[config.mk]
export PLATFORM = sky130hd
export DESIGN_NAME = sram_axi_arbiter
export DESIGN_NICKNAME = d
export VERILOG_FILES = /design/src/rtl/sram_arb_pkg.sv /design/src/rtl/sram_axi_arbiter_rr_arbiter2.sv /design/src/rtl/sram_axi_arbiter.sv
export SDC_FILE = /design/constraint.sdc
export NUM_CORES = 1
export LEC_CHECK = 0
export BUFFER_PORTS_ARGS = -buffer_cell sky130_fd_sc_hd__buf_2
export CORE_MARGIN = 1
export CORE_UTILIZATION = 45
export DETAILED_ROUTE_END_ITERATION = 12
export GPL_TIMING_DRIVEN = 1
export PLACE_DENSITY = 0.89
export SYNTH_ARGS = -nofsm -noshare
export SYNTH_HDL_FRONTEND = slang
export SYNTH_SLANG_ARGS = --single-unit
[constraint.sdc]
create_clock -name clk -period 2.1 [get_ports clk]
set_input_delay 0.21 -clock clk [delete_from_list [all_inputs] [get_ports clk]]
set_output_delay 0.21 -clock clk [all_outputs]
set_load 0.03 [all_outputs]
[src/rtl/sram_arb_pkg.sv]
// sram_arb_pkg: shared types and constants for the SRAM AXI arbiter.
package sram_arb_pkg;
  localparam int NUM_REQ = 2;
  typedef enum logic [2:0] {IDLE, WR_ADDR, WR_RESP, RD_ADDR, RD_RESP, RSP} state_t;
endpackage

[src/rtl/sram_axi_arbiter_rr_arbiter2.sv]
// rr_arbiter2: combinational 2-way round-robin grant with a registered last-grant pointer.
module rr_arbiter2 import sram_arb_pkg::*; (
  input  logic               clk,
  input  logic               reset_n,
  input  logic [NUM_REQ-1:0] valid,
  input  logic               en,
  output logic [NUM_REQ-1:0] grant,
  output logic               idx
);
  logic last;
  always_comb begin
    idx = &valid ? !last : valid[1];
    grant = valid & (idx ? 2'b10 : 2'b01);
  end
  // Resets to 1 so requester 0 wins the first tie.
  always_ff @(posedge clk or negedge reset_n)
    if (!reset_n) last <= 1'b1;
    else if (en) last <= idx;
endmodule

[src/rtl/sram_axi_arbiter.sv]
// sram_axi_arbiter: shares one AXI-Lite SRAM slave port between two requesters,
// one transaction in flight, responses routed back to the granted requester.
module sram_axi_arbiter import sram_arb_pkg::*; #(
  parameter int ADDR_BITS = 20,
  parameter int DATA_BITS = 16
) (
  input  logic                         clk,
  input  logic                         reset_n,
  input  logic [NUM_REQ-1:0]           req_valid,
  output logic [NUM_REQ-1:0]           req_ready,
  input  logic [NUM_REQ-1:0]           req_we,
  input  logic [NUM_REQ*ADDR_BITS-1:0] req_addr,
  input  logic [NUM_REQ*DATA_BITS-1:0] req_wdata,
  output logic [NUM_REQ-1:0]           rsp_valid,
  input  logic [NUM_REQ-1:0]           rsp_ready,
  output logic [DATA_BITS-1:0]         rsp_rdata,
  output logic [ADDR_BITS-1:0]         s_axi_awaddr,
  output logic                         s_axi_awvalid,
  input  logic                         s_axi_awready,
  output logic [DATA_BITS-1:0]         s_axi_wdata,
  output logic                         s_axi_wvalid,
  input  logic                         s_axi_wready,
  input  logic                         s_axi_bvalid,
  output logic                         s_axi_bready,
  output logic [ADDR_BITS-1:0]         s_axi_araddr,
  output logic                         s_axi_arvalid,
  input  logic                         s_axi_arready,
  input  logic [DATA_BITS-1:0]         s_axi_rdata,
  input  logic                         s_axi_rvalid,
  output logic                         s_axi_rready
);
  state_t state, state_nx;
  logic [NUM_REQ-1:0] arb_grant;
  logic arb_idx, grant, take;
  logic [ADDR_BITS-1:0] addr;
  logic [DATA_BITS-1:0] wdata;
  rr_arbiter2 u_arb (
    .clk(clk),
    .reset_n(reset_n),
    .valid(req_valid),
    .en(take),
    .grant(arb_grant),
    .idx(arb_idx)
  );
  // Gated by reset_n so no grant is offered while the block is held in reset.
  assign req_ready = (reset_n && state == IDLE) ? arb_grant : '0;
  assign take = |req_ready;
  assign s_axi_awaddr = addr;
  assign s_axi_araddr = addr;
  assign s_axi_wdata = wdata;
  assign s_axi_arvalid = state == RD_ADDR;
  assign s_axi_bready = state == WR_RESP;
  assign s_axi_rready = state == RD_RESP;
  assign rsp_valid = (state == RSP) ? (grant ? 2'b10 : 2'b01) : '0;
  always_ff @(posedge clk or negedge reset_n)
    if (!reset_n) state <= IDLE;
    else state <= state_nx;
  always_comb begin
    state_nx = state;
    case (state)
      IDLE:    if (take) state_nx = req_we[arb_idx] ? WR_ADDR : RD_ADDR;
      WR_ADDR: if ((!s_axi_awvalid || s_axi_awready) && (!s_axi_wvalid || s_axi_wready)) state_nx = WR_RESP;
      WR_RESP: if (s_axi_bvalid) state_nx = RSP;
      RD_ADDR: if (s_axi_arready) state_nx = RD_RESP;
      RD_RESP: if (s_axi_rvalid) state_nx = RSP;
      RSP:     if (rsp_ready[grant]) state_nx = IDLE;
      default: state_nx = IDLE;
    endcase
  end
  always_ff @(posedge clk or negedge reset_n)
    if (!reset_n) begin
      grant <= 1'b0;
      addr <= '0;
      wdata <= '0;
      rsp_rdata <= '0;
      s_axi_awvalid <= 1'b0;
      s_axi_wvalid <= 1'b0;
    end else begin
      if (state == WR_ADDR && s_axi_awready) s_axi_awvalid <= 1'b0;
      if (state == WR_ADDR && s_axi_wready) s_axi_wvalid <= 1'b0;
      if (state == WR_RESP && s_axi_bvalid) rsp_rdata <= '0;
      if (state == RD_RESP && s_axi_rvalid) rsp_rdata <= s_axi_rdata;
      if (take) begin
        grant <= arb_idx;
        addr <= arb_idx ? req_addr[2*ADDR_BITS-1:ADDR_BITS] : req_addr[ADDR_BITS-1:0];
        wdata <= arb_idx ? req_wdata[2*DATA_BITS-1:DATA_BITS] : req_wdata[DATA_BITS-1:0];
        s_axi_awvalid <= req_we[arb_idx];
        s_axi_wvalid <= req_we[arb_idx];
      end
    end
endmodule
==> flow_summary.yaml <==
cells_and_area:
  fillCellCount: 575
  antennaDiodeCount: 0
  areaGrowthSynthToFinish_pct: 31.31
  drive_gt1_frac: 0.5239
  final_nets: 536
  fin_util: 0.6199
  postLayoutCellArea_mm2: 0.004004
synthesis:
  syn_area_mm2: 0.003049
  syn_avg_cell_area_um2: 11.17
  yosysSeqAreaShare: 0.4846
  synthFlopType: "dfrtp_1"
  synth-edff-count: 0
  ys_ff_latch: 59
  syn_nets: 374
  syn-instance-count: 273
  yosys_warnings: 0
  synth_cell_types: 33
  synth-async-reset-ratio: 1.000
timing:
  fmax_mhz: 525.8
  fin_tns_setup_ns: 0
  period_share: 0.9057
  finalHoldViolCount: 0
  fin_skew_ns: 0.005872
  grt_setup_unrepaired: "false"
  layout_min_cycle_time_ns: 1.902
  relSlewSlack: 0.5241
  setup_viol: 0
  worst_slew_pin_slew_ns: 0.7139
  drv_slew: 0
critical_path:
  start_kind: "flop"
  timing.rr.start: "state[2]"
  worst_path_largest_cell_delay_ns: 0.49
  critPathCaptureType: "primary output"
  crit_chain: "nor4b_4 -> buf_4 -> and2_1 -> buf_2"
  crit_path_max_fanout: 10
  critPathArrivalTime_ns: 1.69
  critPathKind: "flop to primary output"
  rrSetupSlack_ns: 0.35
  cp-startpoint: "state[2]"
  required_ns: 1.89
  worst_path_max_delay_cell: "dfrtp_1"
  setup.worst_path.end: "req_ready[1]"
  r2r_cells: 6
  reg2reg_to: "s_axi_awvalid"
clocking:
  clock_path_buffers: 2
  cts.htree.levels: 3
  cts-root-buf: "clkbuf_8"
  clk_latency_ns: 0.33
  cts.repair.resized: 0
  tritoncts: "done"
  ctsHoldBuffers: 0
  clock-sinks: 59
  path_clk_slew_ns: 0.06
  cts_buffers: 9
power_and_ir_drop:
  combPwrFrac: 0.535
  p_seq_frac: 0.311
  clockPowerShare: 0.154
  vdd_drop_max_mv: 0.6960
  power.internal_mw: 3.404
  switchingPower_mw: 3.151
  p_leak_nw: 2.085
  swShare: 0.4807
  power.density_mw_per_mm2: 1637
global_route:
  grt_pass1_vias: 2439
  gr-total-overflow: 0
  grtUsageTotal: 0.2023
  grt_max_degree: 60
  grt_pass1_wl_mm: 11.16
  antenna_found_initial: 0
route:
  drc: 14
  vias_per_cell: 5.033
  drt_iter0_markers: 110
  wl_per_cell_um: 13.63
  num_vias: 2597
  ant_nets: 0
  drt-pass1-iter-count: 8
  drt-total-wl_mm: 7.034
run_status:
  outcome: "complete, but fails checks"
  violations: "design-rule violations"
die:
  io_pins: 182
  start_util: 0.4721
  rows: 29
  dieArea_mm2: 0.007109
  dieWidth_um: 84.32
  coreArea_mm2: 0.006459
  die_h_um: 84.32
placement:
  placed_area_mm2: 0.003802
  post-dp-hpwl_mm: 5.379
  gp_congestion: 0.7732
  portBuffers: 181
flow_run:
  maxCapViolations: 0
worst_hold_path:
  hold_class: "input port to async pin"
[kinds of logic (layout without fill, tap and decap cells)]
logic type,Yosys count,count (layout),share of synthesized area
DFF,59,59,0.4846
AOI/OAI and AO/OA,70,70,0.1777
muxes,38,38,0.1247
and+or+nand+nor,67,67,0.1046
buffers and inverters,39,205,0.1083
[cell usage in the layout, fill, tap and decap left out, drive strengths merged, types with 2 or more instances in the layout]
cell type / synthesis / layout
a21o: 4 / 4
a21oi: 40 / 40
a22o: 17 / 17
and2: 2 / 2
and2b: 3 / 3
buf: 35 / 187
clkbuf: 1 / 13
dfrtp: 58 / 58
inv: 3 / 3
mux2i: 38 / 38
nand2: 7 / 7
nand2b: 3 / 3
nand3: 2 / 2
nor2: 42 / 42
nor2b: 5 / 5
o21ai: 3 / 3
[Yosys cell counts (2+ instances only)]
cell type / n / area (um2)
nor2b_1: 5 / 31.28
a21o_1: 3 / 22.52
o21ai_0: 3 / 15.01
nand2_1: 7 / 26.28
buf_4: 23 / 172.7
mux2i_1: 38 / 380.4
buf_2: 2 / 10.01
buf_6: 6 / 67.56
buf_8: 3 / 45.04
dfrtp_1: 58 / 1451
and2b_1: 3 / 22.52
and2_1: 2 / 12.51
nor2_1: 41 / 153.9
a21oi_2: 24 / 210.2
inv_1: 3 / 11.26
nand3_1: 2 / 10.01
a22o_1: 17 / 148.9
a21oi_1: 16 / 80.08
nand2b_1: 3 / 18.77
[state kept, by name (all words and copies together), names as in the netlist]
name	cells
u_arb.last	1
s_axi_wdata	16
s_axi_wvalid	1
rsp_rdata	16
state	3
grant	1
s_axi_awvalid	1
s_axi_araddr	20
[critical path: cells and delay by family, from the launching register on]
kind / cells / cell delay (ns)
buffers and inverters: 2 / 0.38
flip-flops: 1 / 0.49
AND/OR/NAND/NOR: 2 / 0.49
[repair_timing]
action / 4_1_cts / 5_1_grt
buffers inserted: 0 / 1
setup endpoints to repair: 0 / 1
hold endpoints to repair: 0 / 0
[power by group through the flow]
stage,registers (mW),clock network [mW],logic (mW)
floorplan,2.90,0,1.98
global placement,2.02,0,3.44
detailed placement,2.05,0,3.52
CTS,2.04,1.04,3.53
global route,2.10,1.11,3.74
finish,2.04,1.01,3.51
[layout make-up]
cell class / count / area (um2) / area share
multi-input combinational: 175 / 1249 / 0.3119
tap: 77 / 96.34 / 0.02406
timing repair buffer: 187 / 975.9 / 0.2438
clock buffer: 13 / 158.9 / 0.03969
clock inverter: 2 / 35.03 / 0.008750
sequential: 59 / 1478 / 0.3691
inverter: 3 / 11.26 / 0.002813
[per-stage QoR]
stage,cells,hold WS [ns],setup slack (ns),total power [mW]
6_report,516,0.09593,0.1980,6.555
5_1_grt,516,0.08990,0.05855,6.948
4_1_cts,515,0.08747,0.09361,6.611
3_5_place_dp,500,0.4378,0.3560,5.577
3_3_place_gp,500,0.4344,0.4136,5.457
2_1_floorplan,273,-0.08559,0.5389,4.878
[how the worst min path moves through the flow]
stage                               end  slack (ns)  depth (start not counted)
after floorplan                   grant       -0.09                          0
after global placement    rsp_rdata[12]        0.43                          2
after detailed placement   rsp_rdata[8]        0.44                          2
after CTS                  rsp_rdata[8]        0.09                          2
after global routing      rsp_rdata[11]        0.09                          2
final                      rsp_rdata[1]         0.1                          2
[per-layer routing]
metal  up-vias  track usage  routed length [um]
li1       1249            -                   -
met1      1216       0.2411                2960
met2       120       0.3510                3507
met3        12      0.04523                 457
met4         0      0.08934                 110
met5         -            0                   0
(Power assumes the default switching activity.)
